===== src/rtl/branch_update.sv =====
// branch_update: EX-stage branch resolution and BTB write side; BRANCH_PERF_CNT_EN enables perf counters
module branch_update #(
  parameter int IDX_W = 3,
  parameter int PC_W  = 32
) (
  input  logic             clk,
  input  logic             RST,
  input  logic             stall,
  input  logic             ex_valid,
  input  logic             ex_branch,
  input  logic             ex_taken,
  input  logic [PC_W-1:0]  pc_ex,
  input  logic [PC_W-1:0]  ex_target,
  input  logic [PC_W-1:0]  pc_pre_old,
  input  logic             hit_old,
  input  logic [IDX_W-1:0] hitpos_old,
  input  logic [1:0]       cnt_old,
  output logic             branch_old,
  output logic             preright_old,
  output logic [PC_W-1:0]  pc_npc,
  output logic             btb_we,
  output logic [IDX_W-1:0] btb_idx,
  output logic [PC_W-1:0]  btb_tag,
  output logic [PC_W-1:0]  btb_target,
  output logic [1:0]       btb_cnt,
  output logic [31:0]      br_count,
  output logic [31:0]      miss_count
);
  logic [IDX_W-1:0] rr_ptr;
  logic             upd;
  logic [1:0]       cnt_new;
  // resolve the branch and grade the IF prediction
  always_comb begin
    branch_old   = ex_valid & ex_branch;
    pc_npc       = ex_taken ? ex_target : pc_ex + PC_W'(4);
    preright_old = ~branch_old | (pc_npc == pc_pre_old);
    upd          = branch_old & ~stall;
    cnt_new      = ex_taken ? ((cnt_old == 2'd3) ? 2'd3 : cnt_old + 2'd1)
                            : ((cnt_old == 2'd0) ? 2'd0 : cnt_old - 2'd1);
  end
  // registered BTB write: counter update on hit, round-robin allocation on taken miss
  always_ff @(posedge clk) begin
    if (RST) begin
      btb_we     <= 1'b0;
      btb_idx    <= '0;
      btb_tag    <= '0;
      btb_target <= '0;
      btb_cnt    <= 2'd0;
      rr_ptr     <= '0;
    end else begin
      btb_we <= upd & (hit_old | ex_taken);
      if (upd & hit_old) begin
        btb_idx    <= hitpos_old;
        btb_tag    <= pc_ex;
        btb_target <= ex_target;
        btb_cnt    <= cnt_new;
      end else if (upd & ex_taken) begin
        btb_idx    <= rr_ptr;
        btb_tag    <= pc_ex;
        btb_target <= ex_target;
        btb_cnt    <= 2'b10;
        rr_ptr     <= rr_ptr + 1'b1;
      end
    end
  end
`ifdef BRANCH_PERF_CNT_EN
  // count resolved branches and mispredictions, wrapping at 2**32
  always_ff @(posedge clk) begin
    if (RST) begin
      br_count   <= '0;
      miss_count <= '0;
    end else if (upd) begin
      br_count   <= br_count + 32'd1;
      miss_count <= miss_count + {31'd0, ~preright_old};
    end
  end
`else
  assign br_count   = '0;
  assign miss_count = '0;
`endif
endmodule

===== config.mk =====
export PLATFORM = sky130hd
export DESIGN_NAME = branch_update
export DESIGN_NICKNAME = d
export VERILOG_FILES = /design/src/rtl/branch_update.sv
export SDC_FILE = /design/constraint.sdc
export NUM_CORES = 1
export LEC_CHECK = 0
export BUFFER_PORTS_ARGS = -buffer_cell sky130_fd_sc_hd__buf_2
export CAP_MARGIN = 5
export CORE_MARGIN = 4
export CORE_UTILIZATION = 30
export CTS_CLUSTER_SIZE = 20
export DETAILED_ROUTE_END_ITERATION = 8
export GPL_ROUTABILITY_DRIVEN = 0
export SKIP_CTS_REPAIR_TIMING = 1
export SLEW_MARGIN = 20
export SYNTH_ARGS = -nofsm -noshare
export SYNTH_HDL_FRONTEND = slang
export SYNTH_SLANG_ARGS = --single-unit

===== constraint.sdc =====
create_clock -name clk -period 4 [get_ports clk]
set_input_delay 0.2 -clock clk [delete_from_list [all_inputs] [get_ports clk]]
set_output_delay 0.2 -clock clk [all_outputs]
set_load 0.01 [all_outputs]

; ---- Yosys cells after proc, flatten, opt, wreduce, memory -nomap -nowiden
; Index checks and enable logic that the tools add are counted.
[op_classes]
n_addsub = 4
multipliers = 0
div = 0
n_lt_le_gt_ge = 0
n_eq_ne = 2
n_shift = 0
mux = 12
n_bitwise = 10
n_reduce_logical = 3
[op_table]
columns = operator, count
row1 = two-way mux 32 bit, 5
row2 = adder 32 x 3 -> 32 bit (second input constant), 1
row3 = == test 32 bit, 1
row4 = two-way mux 2 bit, 5
row5 = two-way mux 3 bit, 2
row6 = bitwise AND 1 bit, 5
row7 = adder 3 x 1 -> 3 bit (second input constant), 1
row8 = inverter 1 bit, 3
row9 = adder 2 x 1 -> 2 bit (second input constant), 1
row10 = == test 2 bit (second input constant), 1
row11 = logical NOT 2 bit, 1
row12 = bitwise OR 1 bit, 2
row13 = AND reduction 2 bit, 1
row14 = nonzero test 2 bit, 1
row15 = subtractor 2 x 1 -> 2 bit (second input constant), 1
[totals]
register_bits = 73
latchBits = 0
mem_bits_rw = 0
rom_bits = 0
elab_cells = 37
n_memories = 0

; ---- Longest topological paths before layout
[logic_depth]
ltp_word = 5
depth_mapped = 9

; ---- Worst setup path before layout
; Ideal clock, no wire load.
[synth_timing]
path_type = input -> output
startpoint = input port pc_ex[2]
endpoint = output port preright_old
arrival_time_ns = 2.197
required_ns = 3.800
path_slack_ns = 1.603
path_stages = 9
n_path_buf = 0
cell_sequence = ha_1 mux2_4 xor2_1 a2111oi_0 o311ai_0 a21oi_1 o311ai_0 a2111oi_0 a31o_1
[synth_between]
elab_chain_len = 4
[synth_lines]
columns = element, line_no
row1 = from (decl), 12  ; input logic [PC_W-1:0] pc_ex,
row2 = adder 32 x 3 -> 32 bit, 35  ; pc_npc = ex_taken ? ex_target : pc_ex + PC_W'(4);
row3 = two-way mux 32 bit, 35
row4 = via pc_npc[3], 20  ; output logic [PC_W-1:0] pc_npc,
row5 = == test 32 bit, 36  ; preright_old = ~branch_old | (pc_npc == pc_pre_old);
row6 = bitwise OR 1 bit, 36
row7 = to (decl), 19  ; output logic preright_old,
; The timed path passes the listed nets, and every way through them passes these cells.

; ---- Final worst setup path
[layout_timing]
startpoint = input port pc_ex[2]
endpoint = output port preright_old
[layout_between]
elab_chain_len = 4
[layout_lines]
columns = element, line_no
row1 = adder 32 x 3 -> 32 bit, 35
row2 = two-way mux 32 bit, 35
row3 = == test 32 bit, 36
row4 = bitwise OR 1 bit, 36
; Every way passes these cells.

==> metrics <==
status complete, no violations; Setup CP Type input pin to output port; Layout Cells excl Fill 1,078; Net Sw Frac 29.90%; Critical Path AT 3030 ps; Top FF cell, synth dfxtp_1; final net count 965; Fin Hold WS 104.5 ps; CP required 3800 ps; DR WL/cell 17.10 um; CTS tree yes; Root Driver clkbuf_16; Crit path buffers/inverters 2; Startpoint Class input pin; vias per cell 4.695; Flop pwr share 37.8%; global-route wire length before repair 26,280 um; leading area contributor after synthesis dfxtp_1; final hold violation count 0; PwrDens 323.9 nW/um^2; CP top delay family simple AND/OR/NAND/NOR gates; clk_skew 0.3747 ps; Lkg Pwr 2.811 nW; Comb pwr share 21.7%; TNS Setup 0 ps; asr flop ratio synth 0%; Routed Antenna Nets 0; maximum clock frequency 309.4 MHz; Hold WC Path Type input pin to flip-flop; Final period util 80.81%; r2r startpoint rr_ptr[0]$_SDFFE_PP0P_; cell mode on critical path nand4_1; worst skew pair latency 340 ps; critical-path cell list buf_2 > ha_1 > nand4_1 > nor4_4 > nand4_1 > xor2_1 > xor2_1 > nand4_1 > a2111oi_0 > a31o_1 > buf_2; gr ovfl total 0; vias in the first global route 4,661; Die ar. 18,550 um^2; htree depth 3; CP Capture Type output port; Starting Density 30.81%; Clock Power Share 40.5%; most frequent cells in the layout buf_2, nand2_1, dfxtp_1, a21oi_1, conb_1; Setup WS post-layout 767.7 ps; Die Width 136.2 um; slowest CP cell a2111oi_0; CP max stage delay 640 ps; # setup viols final 0; Clk pin slew, worst setup/hold paths 60 ps; Pwr Total 2.005 mW; library cells used by synthesis 56; post-synthesis sequential area ratio 29.64%; Setup crit start pc_ex[2]; final core utilization 38.69%; Psw 0.5996 mW; DR vias 5,061; Max-cap violations 0; # rows 46; drt pass-1 iters 4; Synth Register Bits 73; Worst-Margin Slew 895.9 ps; R2R Setup Slk 3040 ps; number of synthesized flops with an enable pin 0; dpl ws 761.8 ps; commonest non-fill, non-tap cell in the layout buf_2; core box area 16,000 um^2; final instance area 6191 um^2; dpl cells 1,060; Fill cells 1,790; Starting DRT DRC Count 255; final wirelength 18,440 um; CP Capture Point preright_old; CTS Buf Count 9; Overall Global Routing Usage 18.78%; crit path max fanout 7; min Tclk post-route 3232 ps; capture point of the worst reg-to-reg path rr_ptr[1]$_SDFFE_PP0P_; mean post-synth cell area 7.347 um^2; Yosys top cell area share 29.64%; port bufs 211; YS warnings 0; clk sinks 73; DRC 0; count of pins over their slew limit 0; Area after DPL 5896 um^2; area grow syn2layout 25.58%; cell-internal power 1.406 mW; IO Pins 276; Synth area leaders dfxtp_1, nand2_1, buf_4, a21oi_1, xor2_1; unrepaired setup endpoints after global routing false; DP Wirelength 14,780 um; initial antenna violation count 3; WP depth 11; Gate Count Post-Synth 671; largest net degree at the start of global routing 43; Cell Area, Synth 4930 um^2; DIE HEIGHT 136.2 um; R2R cell count 3; max_slew headroom 40.05%; Clock Path Buffers 2; Worst VDD drop 0.0001767 V; share of post-route cells with drive strength above 1 28.84%
[layout make-up]
type                    instances  area, um^2  share of cell area, %
diodes                          2       5.005                0.08084
clock buffers                  13       250.2                  4.042
clock inverters                 3       40.04                 0.6467
inverters                      16       60.06                 0.9701
multi-input cells             539        2998                  48.42
flip-flops and latches         73        1461                  23.61
well taps                     216       270.3                  4.365
repair buffers                216        1106                  17.87
[cell usage after synthesis, types with 3 or more instances]
cell       number
a21oi_1        72
o22ai_1         5
a311oi_1        3
nor3_1          4
a211o_1         3
a2111oi_0       3
buf_2           5
xor2_1         38
nor2_1         20
nand2_1       170
clkbuf_1       31
nand4_1        17
xnor2_1        31
nor4_1          8
inv_1          15
buf_4          66
dfxtp_1        73
buf_1           3
nand3_1        13
and3_1          7
o311ai_0        3
o21ai_0        26
and4_1          5
mux2_2          7
[tightest hold or removal path, cell delays in order]
cell     delay [ps]
buf_2           100
nand2_1          50
a21oi_1          50
[cells by family after synthesis]
kind of cell | synth area share, %
fa+ha+maj | 0.5075
mux | 2.614
flops | 29.64
other cells | 0.07607
compound gates | 16.17
buf+inv | 14.59
xor+xnor | 12.72
simple gates | 23.68
[registers in the layout, indices dropped and copies added (netlist names)]
signal / flops
rr_ptr: 3
btb_target: 32
btb_we: 1
btb_tag: 32
btb_cnt: 2
btb_idx: 3
[per-layer routing]
layer | up-vias | track usage [%] | part of all wire [%]
met1 | 2320 | 23.74 | 43
li1 | 2512 | - | -
met5 | - | 0 | 0.038
met4 | 2 | 6.215 | 2.4
met2 | 195 | 30.68 | 47
met3 | 32 | 5.440 | 7.6
[power by group through the flow]
stage | logic [mW] | clock network [mW] | registers, mW
CTS | 0.436 | 0.833 | 0.758
floorplan | 0.275 | 0 | 0.784
finish | 0.435 | 0.811 | 0.758
detailed placement | 0.435 | 0 | 0.774
global placement | 0.435 | 0 | 0.774
global route | 0.476 | 0.859 | 0.760
[how the worst min path moves through the flow]
stage,from,endpoint,slack (ps),depth (start not counted)
2_1_floorplan,pc_ex[0],btb_tag[0]$_SDFFE_PP0P_,340,2
3_3_place_gp,btb_tag[12]$_SDFFE_PP0P_,btb_tag[12]$_SDFFE_PP0P_,440,2
3_5_place_dp,btb_target[5]$_SDFFE_PP0P_,btb_target[5]$_SDFFE_PP0P_,440,2
4_1_cts,pc_ex[1],btb_tag[1]$_SDFFE_PP0P_,90,3
5_1_grt,pc_ex[1],btb_tag[1]$_SDFFE_PP0P_,110,3
6_report,pc_ex[1],btb_tag[1]$_SDFFE_PP0P_,100,3
Power figures use the tool's default switching activity.
